## config.mk

```make
export PLATFORM = sky130hd
export DESIGN_NAME = alu_sequencer_flat
export DESIGN_NICKNAME = d
export VERILOG_FILES = /design/src/rtl/alu_sequencer_if.sv /design/src/rtl/alu_sequencer.sv /design/src/flat_wrapper.sv
export SDC_FILE = /design/constraint.sdc
export NUM_CORES = 1
export LEC_CHECK = 0
export CORE_MARGIN = 1.5
export CORE_UTILIZATION = 45
export CTS_CLUSTER_DIAMETER = 30
export DETAILED_ROUTE_END_ITERATION = 12
export GPL_ROUTABILITY_DRIVEN = 0
export MAX_ROUTING_LAYER = met4
export PLACE_DENSITY = 0.78
export SYNTH_ARGS = -nofsm -noshare
export SYNTH_HDL_FRONTEND = slang
export SYNTH_SLANG_ARGS = --single-unit
```

## constraint.sdc

```tcl
create_clock -name clk -period 2.1 [get_ports clk]
set_input_delay 0.315 -clock clk [delete_from_list [all_inputs] [get_ports clk]]
set_output_delay 0.315 -clock clk [all_outputs]
set_load 0.01 [all_outputs]
```

## src/rtl/alu_sequencer_if.sv

```systemverilog
// Bus bundle between the sequencer and its instruction memory, register file and ALU.
// The master modport is the sequencer side; slave is the environment side.
interface alu_sequencer_if #(
    parameter int PC_W = 8
);
    logic            imem_req;
    logic [PC_W-1:0] imem_addr;
    logic            imem_valid;
    logic [15:0]     imem_instr;
    logic [3:0]      rf_raddr1;
    logic [3:0]      rf_raddr2;
    logic            rf_we;
    logic [3:0]      rf_waddr;
    logic [15:0]     rf_wdata;
    logic [3:0]      alu_code;
    logic [15:0]     accum;
    logic            branch_check;

    modport master (
        output imem_req, imem_addr, rf_raddr1, rf_raddr2, rf_we, rf_waddr, rf_wdata, alu_code,
        input  imem_valid, imem_instr, accum, branch_check
    );

    modport slave (
        input  imem_req, imem_addr, rf_raddr1, rf_raddr2, rf_we, rf_waddr, rf_wdata, alu_code,
        output imem_valid, imem_instr, accum, branch_check
    );
endinterface

```

## src/rtl/alu_sequencer.sv

```systemverilog
// Multi-cycle control FSM for the 16-bit CPU: fetch, decode, execute, write-back/branch.
// Owns the PC and the retired-instruction counter; stops for good on a HALT opcode.
module alu_sequencer #(
    parameter int              PC_W     = 8,
    parameter logic [PC_W-1:0] RESET_PC = '0
) (
    input  logic                  clk,
    input  logic                  rst_n,
    input  logic                  run,
    alu_sequencer_if.master       bus,
    output logic [PC_W-1:0]       pc,
    output logic                  halted,
    output logic [15:0]           instr_count
);
    localparam logic [2:0] S_IDLE   = 3'd0;
    localparam logic [2:0] S_FETCH  = 3'd1;
    localparam logic [2:0] S_DECODE = 3'd2;
    localparam logic [2:0] S_EXEC   = 3'd3;
    localparam logic [2:0] S_WB     = 3'd4;
    localparam logic [2:0] S_BRANCH = 3'd5;
    localparam logic [2:0] S_HALT   = 3'd6;

    logic [2:0]      r_state;
    logic [2:0]      w_state_next;
    logic [PC_W-1:0] r_pc;
    logic [15:0]     r_ir;
    logic [15:0]     r_result;
    logic            r_taken;
    logic            r_halted;
    logic [15:0]     r_instr_count;

    logic [3:0]      w_opcode;
    logic            w_is_branch;
    logic            w_is_halt;
    logic            w_rd_phase;
    logic [PC_W-1:0] w_offset;

    assign w_opcode    = r_ir[15:12];
    assign w_is_branch = (r_ir[15:14] == 2'b11);
    assign w_is_halt   = (w_opcode == 4'b0000);
    assign w_rd_phase  = (r_state == S_DECODE) || (r_state == S_EXEC);
    assign w_offset    = {{(PC_W-4){r_ir[3]}}, r_ir[3:0]};

    always_comb begin
        w_state_next = r_state;
        case (r_state)
            S_IDLE:   if (run) w_state_next = S_FETCH;
            S_FETCH:  if (bus.imem_valid) w_state_next = S_DECODE;
            S_DECODE: w_state_next = S_EXEC;
            S_EXEC: begin
                if (w_is_halt)        w_state_next = S_HALT;
                else if (w_is_branch) w_state_next = S_BRANCH;
                else                  w_state_next = S_WB;
            end
            S_WB, S_BRANCH: w_state_next = run ? S_FETCH : S_IDLE;
            S_HALT:   w_state_next = S_HALT;
            default:  w_state_next = S_IDLE;
        endcase
    end

    always_ff @(posedge clk or negedge rst_n) begin
        if (!rst_n) begin
            r_state       <= S_IDLE;
            r_pc          <= RESET_PC;
            r_ir          <= '0;
            r_result      <= '0;
            r_taken       <= 1'b0;
            r_halted      <= 1'b0;
            r_instr_count <= '0;
        end else begin
            r_state <= w_state_next;
            if (r_state == S_FETCH && bus.imem_valid)
                r_ir <= bus.imem_instr;
            if (r_state == S_EXEC) begin
                r_result <= bus.accum;
                r_taken  <= bus.branch_check;
                if (w_is_halt)
                    r_halted <= 1'b1;
            end
            if (r_state == S_WB) begin
                r_pc          <= r_pc + PC_W'(1);
                r_instr_count <= r_instr_count + 16'd1;
            end
            // Branch target wraps modulo 2^PC_W in either direction.
            if (r_state == S_BRANCH) begin
                r_pc          <= r_taken ? (r_pc + w_offset) : (r_pc + PC_W'(1));
                r_instr_count <= r_instr_count + 16'd1;
            end
        end
    end

    // Branches read rs1/rs2 from [11:8]/[7:4]; ALU ops keep rd in [11:8].
    always_comb begin
        bus.rf_raddr1 = 4'd0;
        bus.rf_raddr2 = 4'd0;
        if (w_rd_phase) begin
            bus.rf_raddr1 = w_is_branch ? r_ir[11:8] : r_ir[7:4];
            bus.rf_raddr2 = w_is_branch ? r_ir[7:4]  : r_ir[3:0];
        end
    end

    assign bus.imem_req  = (r_state == S_FETCH);
    assign bus.imem_addr = r_pc;
    assign bus.alu_code  = (r_state == S_EXEC) ? w_opcode : 4'd0;
    assign bus.rf_we     = (r_state == S_WB);
    assign bus.rf_waddr  = (r_state == S_WB) ? r_ir[11:8] : 4'd0;
    assign bus.rf_wdata  = (r_state == S_WB) ? r_result : 16'd0;

    assign pc          = r_pc;
    assign halted      = r_halted;
    assign instr_count = r_instr_count;
endmodule
```

## src/flat_wrapper.sv

```systemverilog
// flat-port wrapper written by rule: the top's interface ports become plain ports
module alu_sequencer_flat 
#(
    parameter int              PC_W     = 8,
    parameter logic [PC_W-1:0] RESET_PC = '0
)
  (clk, rst_n, run, pc, halted, instr_count, bus_imem_req, bus_imem_addr, bus_rf_raddr1, bus_rf_raddr2, bus_rf_we, bus_rf_waddr, bus_rf_wdata, bus_alu_code, bus_imem_valid, bus_imem_instr, bus_accum, bus_branch_check);
  alu_sequencer_if #(.PC_W(PC_W)) bus_i ();
  input  logic clk;
  input  logic rst_n;
  input  logic run;
  output logic [PC_W-1:0] pc;
  output logic halted;
  output logic [15:0] instr_count;
  output wire logic [$bits(bus_i.imem_req)-1:0] bus_imem_req;
  output wire logic [$bits(bus_i.imem_addr)-1:0] bus_imem_addr;
  output wire logic [$bits(bus_i.rf_raddr1)-1:0] bus_rf_raddr1;
  output wire logic [$bits(bus_i.rf_raddr2)-1:0] bus_rf_raddr2;
  output wire logic [$bits(bus_i.rf_we)-1:0] bus_rf_we;
  output wire logic [$bits(bus_i.rf_waddr)-1:0] bus_rf_waddr;
  output wire logic [$bits(bus_i.rf_wdata)-1:0] bus_rf_wdata;
  output wire logic [$bits(bus_i.alu_code)-1:0] bus_alu_code;
  input wire logic [$bits(bus_i.imem_valid)-1:0] bus_imem_valid;
  input wire logic [$bits(bus_i.imem_instr)-1:0] bus_imem_instr;
  input wire logic [$bits(bus_i.accum)-1:0] bus_accum;
  input wire logic [$bits(bus_i.branch_check)-1:0] bus_branch_check;
  assign bus_imem_req = bus_i.imem_req;
  assign bus_imem_addr = bus_i.imem_addr;
  assign bus_rf_raddr1 = bus_i.rf_raddr1;
  assign bus_rf_raddr2 = bus_i.rf_raddr2;
  assign bus_rf_we = bus_i.rf_we;
  assign bus_rf_waddr = bus_i.rf_waddr;
  assign bus_rf_wdata = bus_i.rf_wdata;
  assign bus_alu_code = bus_i.alu_code;
  assign bus_i.imem_valid = bus_imem_valid;
  assign bus_i.imem_instr = bus_imem_instr;
  assign bus_i.accum = bus_accum;
  assign bus_i.branch_check = bus_branch_check;
  alu_sequencer #(.PC_W(PC_W), .RESET_PC(RESET_PC)) u_core (.clk(clk), .rst_n(rst_n), .run(run), .bus(bus_i), .pc(pc), .halted(halted), .instr_count(instr_count));
endmodule
```

Word-level counts from Yosys, hierarchy flattened:

Cells that the tools add are included.
Widths: inputs -> output; s select.

* $add $sub $neg: 3
* equality and inequality tests: 9
* mux-type cells: 18
* reductions and logical operators: 8

Operators with widths (number)
* $mux 16: 3
* $mux 4: 6
* $mux 8: 3
* $pmux 3 s6: 1
* $add 16x1->16 const B: 1
* $eq 3x3->1 const B: 3
* $mux 3: 3
* $add 8x1->8 const B: 1
* $add 8x8->8: 1
* $eq 3x2->1 const B: 2
* $logic_not 4->1: 1
* $reduce_and 2->1: 2
* $eq 3x1->1 const B: 1
* $logic_not 3->1: 1
* $eq 2x2->1 const B: 1
* $mux 1: 2
* $ne 2x1->1 const B: 1
* $ne 2x2->1 const B: 1
* $reduce_bool 2->1: 1
* $reduce_or 2->1: 1
* $logic_and 1x1->1: 1
* $logic_or 1x1->1: 1

* flip-flop bits (word level): 61
* input bits: 37
* output and inout port bits: 67
* word-level logic and storage cells: 45

Logic depth before layout (Yosys ltp):

Gate-level depths: netlist of run 1.

* depth after elaboration: 4
* gate-level depth with buffers: 8
* depth with buffers taken out: 8

Worst setup path after synthesis of run 1:

Ideal clock, no wire load.

* path type: register to register
* start point: register u_core.r_pc[0] (netlist: u_core.bus.imem_addr[0])
* end point: register u_core.r_pc[6] (netlist: u_core.bus.imem_addr[6])
* library setup time: 0.086 ns
* arrival: 1.905 ns
* required time: 2.014 ns
* setup slack: 0.109 ns
* cell stages (with the launch flop): 9
* buffers on the path: 0
* period minus slack after synthesis: 1.991 ns
* cells stage by stage: dfrtp_1 -> ha_1 -> inv_1 -> fa_1 -> nor2b_1 -> o31a_1 -> nor3_1 -> or3b_1 -> nor3_1

* word-level cells in the longest chain between the ends: 3
* elaborated cells between the ends (all ways): 5
* classes of those cells: 2 x add/sub; 3 x mux

RTL lines
* start: declaration: RTL line alu_sequencer.sv:25 `logic [PC_W-1:0] r_pc;`
* start signal: assignment: RTL line alu_sequencer.sv:81 `r_pc <= r_pc + PC_W'(1);`
* start signal: assignment: RTL line alu_sequencer.sv:86 `r_pc <= r_taken ? (r_pc + w_offset) : (r_pc + PC_W'(1));`
* $add 8x1->8 or $add 8x8->8 (tied branches): RTL line alu_sequencer.sv:81, alu_sequencer.sv:86
* $mux 8 (on tied branches): RTL line alu_sequencer.sv:80, alu_sequencer.sv:86
* $mux 8 (*): RTL line alu_sequencer.sv:85 `if (r_state == S_BRANCH) begin`

Mark *: on every way between the ends. The rest lies on a longest branch, timed or not. The select of a mux whose other input is x is not followed.
A chain may end at the register's enable or synchronous reset.

Final worst setup path of run 1:

* start point: register u_core.r_state[2]
* end point: output port bus_imem_req

* word-level cells in the longest chain between the ends: 1

RTL lines
* start: declaration: RTL line alu_sequencer.sv:23 `logic [2:0] r_state;`
* start signal: assignment: RTL line alu_sequencer.sv:71 `r_state <= w_state_next;`
* $eq 3x1->1: RTL line alu_sequencer.sv:102 `assign bus.imem_req = (r_state == S_FETCH);`
* end: declaration: RTL line flat_wrapper.sv:15 `output wire logic [$bits(bus_i.imem_req)-1:0] bus_imem_req;`

No other way between the ends.

==> results of run 1 <==
## path summary, 6_finish.rpt
kind	to	slack, ns	cells past startpoint
max	bus_imem_req	0.09	3
min	u_core.instr_count[9]	0.48	2
max reg2reg	u_core.bus.imem_addr[6]	0.20	8
min reg2reg	u_core.r_result[0]	0.48	2
max in group asynchronous	u_core.r_result[14]	1.02	3
min in group clk	u_core.r_result[0]	0.48	2
## sequential cells by signal, indices dropped and copies added (netlist names)
signal	count
u_core.r_result	16
u_core.r_taken	1
u_core.instr_count	16
u_core.r_state	3
u_core.r_ir	16
u_core.bus.imem_addr	8
u_core.halted	1
## worst reg2reg max path, delay by kind of cell, from the launching register on
family	cells	cell delay [ns]
AND/OR/NAND/NOR	3	0.53
flip-flops	1	0.39
buffers and inverters	1	0.07
adder cells (fa/ha/maj)	2	0.40
AO/OA/AOI/OAI	2	0.45
## repair_timing
| item | 4_1_cts | 5_1_grt |
|---|---|---|
| pin swaps | 0 | 2 |
| gates resized for setup | 36 | 4 |
| endpoints found under the setup margin | 32 | 1 |
| hold buffers | 1 | 0 |
| endpoints found under the hold margin | 20 | 0 |
| buffers inserted | 1 | 0 |
## per-stage QoR
step	power, mW	worst slack (ns)	hold WS [ns]	instance area (sq um)	util (%)
4_1_cts	2.35	0.0693	0.474	4620	66.9
3_3_place_gp	1.33	0.178	0.314	4450	64.4
2_1_floorplan	1.23	0.109	0.0194	3280	-
3_5_place_dp	1.33	0.137	0.319	4450	64.4
5_1_grt	2.42	0.00302	0.493	4630	67.0
6_report	2.34	0.0930	0.475	4630	67.0
## cells by family after synthesis
group / count (synthesis)
and+or+nand+nor: 176
DFF: 61
AOI/OAI and AO/OA: 40
buffers and inverters: 31
xor gates and xnor gates: 23
muxes: 15
adders and majority gates: 10
## power breakdown
part | internal (mW) | switching [mW] | total, mW
combinational | 0.0690 | 0.0419 | 0.111
clock | 0.546 | 0.485 | 1.03
sequential | 1.19 | 0.00845 | 1.20
total | 1.81 | 0.535 | 2.34
## metal layers
layer  share of wire [%]  GRT usage, %  up-vias
li1                    -             -     1419
met1                  42          27.3     1410
met2                  49          37.8       94
met3                 6.7          6.53       13
met4                 1.5          8.24        0
met5                   0             -        -
## cell usage after synthesis (3+ instances only)
cell	count
a21oi_1	19
and2_1	5
and3_1	22
buf_2	5
buf_4	10
clkbuf_1	9
dfrtp_1	61
ha_1	9
inv_1	5
mux2_2	15
nand2_1	96
nand2b_1	3
nand3_1	8
nand4_1	8
nor2_1	13
nor3_1	5
nor4_1	3
o21ai_0	8
or3_1	3
xnor2_1	15
xor2_1	8
## final cells by class
| type | count | area [sq um] | share of cell area, % |
|---|---|---|---|
| clock buffers | 10 | 128 | 2.76 |
| clock inverters | 6 | 61.3 | 1.32 |
| inverters | 5 | 18.8 | 0.405 |
| multi-input cells | 264 | 1600 | 34.5 |
| flip-flops and latches | 61 | 1530 | 33.0 |
| well taps | 96 | 120 | 2.59 |
| repair buffers | 123 | 1180 | 25.4 |
==> impl_metrics.py, run 1 <==
metrics = {
    "status": {
        "status": "finished, final reports clean",
    },
    "timing": {
        "setup_tns_ns": 0,
        "fin_skew_ns": 0.0110,
        "hold_viol": 0,
        "drv_slew": 0,
        "slew-limit-headroom_pct": 61.9,
        "fmax_ghz": 0.498,
        "rsz0062_at_grt": "false",
        "finalCriticalPeriod_ns": 2.01,
        "finalSetupViolCount": 0,
        "fin_crit_sh_pct": 95.6,
        "worst_pin_slew_ns": 0.571,
    },
    "floorplanning": {
        "initial_core_util_pct": 47.5,
        "dieHeight_microns": 88.4,
        "core_area_sq_um": 6910,
        "dieArea_sq_um": 7820,
        "die_w_microns": 88.4,
        "ios": 104,
        "placementRows": 30,
    },
    "route": {
        "vias": 2936,
        "antenna_left": 0,
        "routed_wl_microns": 8060,
        "vias_per_cell": 5.20,
        "drc_errors": 0,
        "drtIter0Drc": 108,
        "drtPass1Iterations": 4,
        "routedWlPerCell_microns": 14.3,
    },
    "clock_tree": {
        "numCtsBuffers": 9,
        "clk_pin_slew_ns": 0.07,
        "cts.sinks": 61,
        "cts_tree": "built",
        "cts.root.buffer_cell": "clkbuf_8",
        "htreeDepth": 3,
        "cts.path.max_buffers": 2,
        "clkLatencyLatePin_ns": 0.34,
    },
    "finish": {
        "antennaDiodeCount": 0,
        "drive_above_1_share_pct": 12.8,
        "syn2layout_area_growth_pct": 41.0,
        "final_common_cell": "nand2_1",
        "num-nets-final": 511,
        "layout_common_cells": "95 x nand2_1, 70 x clkdlybuf4s50_1, 60 x dfrtp_1",
        "fillers": 579,
        "finalNonFillerCells": 565,
    },
    "synthesis": {
        "synth.cell_area_sq_um": 3280,
        "synth_area_per_cell_sq_um": 9.22,
        "yosys_register_bits": 61,
        "synth_top_area_cell": "dfrtp_1",
        "synth_top_area_share_pct": 46.5,
        "yosys_warnings": 0,
        "synthXorXnorAreaFrac_pct": 6.14,
        "synth_compound_area_share_pct": 7.20,
        "muxShareOfSynthArea_pct": 5.14,
        "async_flop_share_pct": 100,
        "synthDistinctLibCells": 42,
        "synth_fp_nets": 403,
        "synthFlopType": "dfrtp_1",
        "yosys.area_share.adder_pct": 4.04,
        "synth_area_leaders": "dfrtp_1 46%, nand2_1 11%, mux2_2 5.1%, and3_1 4.2%, xnor2_1 4.0%",
        "yosys.area_share.simple_pct": 25.6,
        "ys_seq_area_share_pct": 46.5,
        "syn_inst": 356,
        "synth_edf_count": 0,
        "synth_top_family_by_area": "simple AND/OR/NAND/NOR gates",
    },
    "grt": {
        "grt_use_total_pct": 23.1,
        "grt_pass1_wl_microns": 13400,
        "grt_start_max_net_pins": 42,
        "first_global_vias": 2877,
        "antenna_found_initial": 0,
        "grt_overflow": 0,
    },
    "job": {
        "drv_cap": 0,
    },
    "setup_path": {
        "path_cells": "buf_4 > nor3_1 > clkdlybuf4s50_1",
        "slowest_delay_ns": 0.58,
        "crit_buf_inv": 2,
        "setup.worst_path.start": "u_core.r_state[2]",
        "path_class": "register to output pin",
        "worstReg2RegStart": "u_core.bus.imem_addr[0]",
        "cp-start-kind": "register",
        "cp_max_fo": 6,
        "cp.arrival_ns": 1.69,
        "end_kind": "output pin",
        "cp_slowest_cell": "clkdlybuf4s50_1",
        "critPathTopFamily": "buffers and inverters",
        "required_ns": 1.78,
    },
    "power": {
        "power.density_nw_per_um2": 506,
        "p_leak_nw": 2.29,
        "vdd_drop_max_uv": 391,
    },
    "worst_hold_path": {
        "hold_class": "input port to async pin",
    },
    "placement": {
        "dpl.hpwl_microns": 5960,
        "dp.cells": 547,
        "io_buffers": 103,
    },
}
(Power assumes the default switching activity.)
==> run 2: changes to the inputs <==
--- a/config.mk
+++ b/config.mk
@@ -10,8 +10,10 @@
 export CTS_CLUSTER_DIAMETER = 30
 export DETAILED_ROUTE_END_ITERATION = 12
 export GPL_ROUTABILITY_DRIVEN = 0
+export HOLD_SLACK_MARGIN = 0.05
 export MAX_ROUTING_LAYER = met4
 export PLACE_DENSITY = 0.78
+export RECOVER_POWER = 25
 export SYNTH_ARGS = -nofsm -noshare
 export SYNTH_HDL_FRONTEND = slang
 export SYNTH_SLANG_ARGS = --single-unit
==> run 2 against run 1 <==
Against the previous run: sequential cell count did not move; via count is essentially flat; critical endpoint unchanged; highest routed layer unchanged; register-to-register slack hardly changed; clock skew barely moved.
==> impl_metrics.py, run 2 (synthesis results as in run 1) <==
metrics = {
    "timing": {
        "finalSetupViolCount": 0,
        "worst_pin_slew_ns": 1.24,
        "finalCriticalPeriod_ns": 2.01,
        "fin_crit_sh_pct": 95.5,
        "drv_slew": 0,
        "hold_viol": 0,
        "fin_skew_ns": 0.0114,
        "setup_tns_ns": 0,
        "slew-limit-headroom_pct": 17.3,
        "fmax_ghz": 0.498,
        "rsz0062_at_grt": "false",
    },
    "clock_tree": {
        "htreeDepth": 3,
        "numCtsBuffers": 9,
        "cts.path.max_buffers": 2,
        "clk_pin_slew_ns": 0.07,
        "cts.root.buffer_cell": "clkbuf_8",
        "cts_tree": "built",
        "cts.sinks": 61,
        "clkLatencyLatePin_ns": 0.34,
    },
    "setup_path": {
        "path_class": "register to output pin",
        "cp-start-kind": "register",
        "end_kind": "output pin",
        "cp.arrival_ns": 1.69,
        "cp_max_fo": 6,
        "required_ns": 1.78,
    },
    "status": {
        "status": "finished, final reports clean",
    },
    "route": {
        "drtPass1Iterations": 4,
        "antenna_left": 0,
        "vias_per_cell": 5.20,
        "drc_errors": 0,
        "drtIter0Drc": 83,
        "routedWlPerCell_microns": 14.3,
        "vias": 2938,
        "routed_wl_microns": 8060,
    },
    "power": {
        "p_leak_nw": 2.28,
        "finalPower_mw": 2.34,
        "vdd_drop_max_uv": 391,
        "power.density_nw_per_um2": 506,
    },
    "floorplanning": {
        "initial_core_util_pct": 47.5,
        "core_area_sq_um": 6910,
        "ios": 104,
        "dieHeight_microns": 88.4,
        "die_w_microns": 88.4,
        "placementRows": 30,
        "dieArea_sq_um": 7820,
    },
    "placement": {
        "dpl.hpwl_microns": 5960,
        "dp.cells": 547,
        "post_dp_cell_area_sq_um": 4450,
        "io_buffers": 103,
    },
    "finish": {
        "antennaDiodeCount": 0,
        "finalNonFillerCells": 565,
        "final_common_cell": "nand2_1",
        "layout_common_cells": "95 x nand2_1, 70 x clkdlybuf4s50_1, 60 x dfrtp_1",
        "drive_above_1_share_pct": 12.2,
        "fin_area_sq_um": 4620,
        "syn2layout_area_growth_pct": 40.8,
        "num-nets-final": 511,
    },
    "job": {
        "drv_cap": 0,
    },
    "grt": {
        "grt_start_max_net_pins": 42,
        "grt_pass1_wl_microns": 13400,
        "antenna_found_initial": 0,
        "first_global_vias": 2877,
        "grt_use_total_pct": 23.1,
        "grt_overflow": 0,
    },
    "worst_hold_path": {
        "hold_class": "register to register",
    },
}
run 2: timing repair:
item,CTS,global route
setup buffers,1,0
setup endpoints to repair,32,1
pin swaps,0,2
hold endpoints to repair,20,0
gates resized for setup,36,4
hold buffers,1,0
run 2: final cells by class:
type	instances	area (sq um)
clock buffer	10	128
clock inverter	6	61.3
fill	578	2280
inverter	5	18.8
multi-input combinational	264	1600
sequential	61	1530
tap	96	120
timing repair buffer	123	1170
run 2: final timing paths:
kind | startpoint | cells past startpoint | end | slack, ns
min | u_core.r_result[0] | 2 | u_core.r_result[0] | 0.48
min in group asynchronous | rst_n | 2 | u_core.instr_count[9] | 0.76
max in group asynchronous | rst_n | 3 | u_core.r_result[14] | 0.52
max reg2reg | u_core.bus.imem_addr[0] | 8 | u_core.bus.imem_addr[6] | 0.19
max | u_core.r_state[2] | 3 | bus_imem_req | 0.09
min reg2reg | u_core.r_result[0] | 2 | u_core.r_result[0] | 0.48
run 2: critical path: stages (launching register included):
cell and delay, ns:
dfrtp_1 0.41, buf_4 0.18, nor3_1 0.19, clkdlybuf4s50_1 0.58
run 2: where the power goes:
part           switching (mW)  internal [mW]
clock network           0.484          0.546
registers             0.00848           1.19
logic                  0.0418         0.0689
total                   0.534           1.81
run 2: metrics by stage:
| step | utilization [%] | setup slack [ns] | hold WS [ns] |
|---|---|---|---|
| 3_5_place_dp | 64.4 | 0.137 | 0.319 |
| 2_1_floorplan | - | 0.109 | 0.0194 |
| 6_report | 66.9 | 0.0938 | 0.475 |
| 3_3_place_gp | 64.4 | 0.178 | 0.314 |
| 5_1_grt | 66.9 | 0.00547 | 0.493 |
| 4_1_cts | 66.9 | 0.0693 | 0.474 |
run 2: layer usage:
layer | wire [microns] | track usage, % | up-vias
li1 | - | - | 1418
met1 | 3420 | 27.3 | 1413
met2 | 3980 | 37.8 | 94
met3 | 531 | 6.53 | 13
met4 | 124 | 8.24 | 0
met5 | 0 | - | -
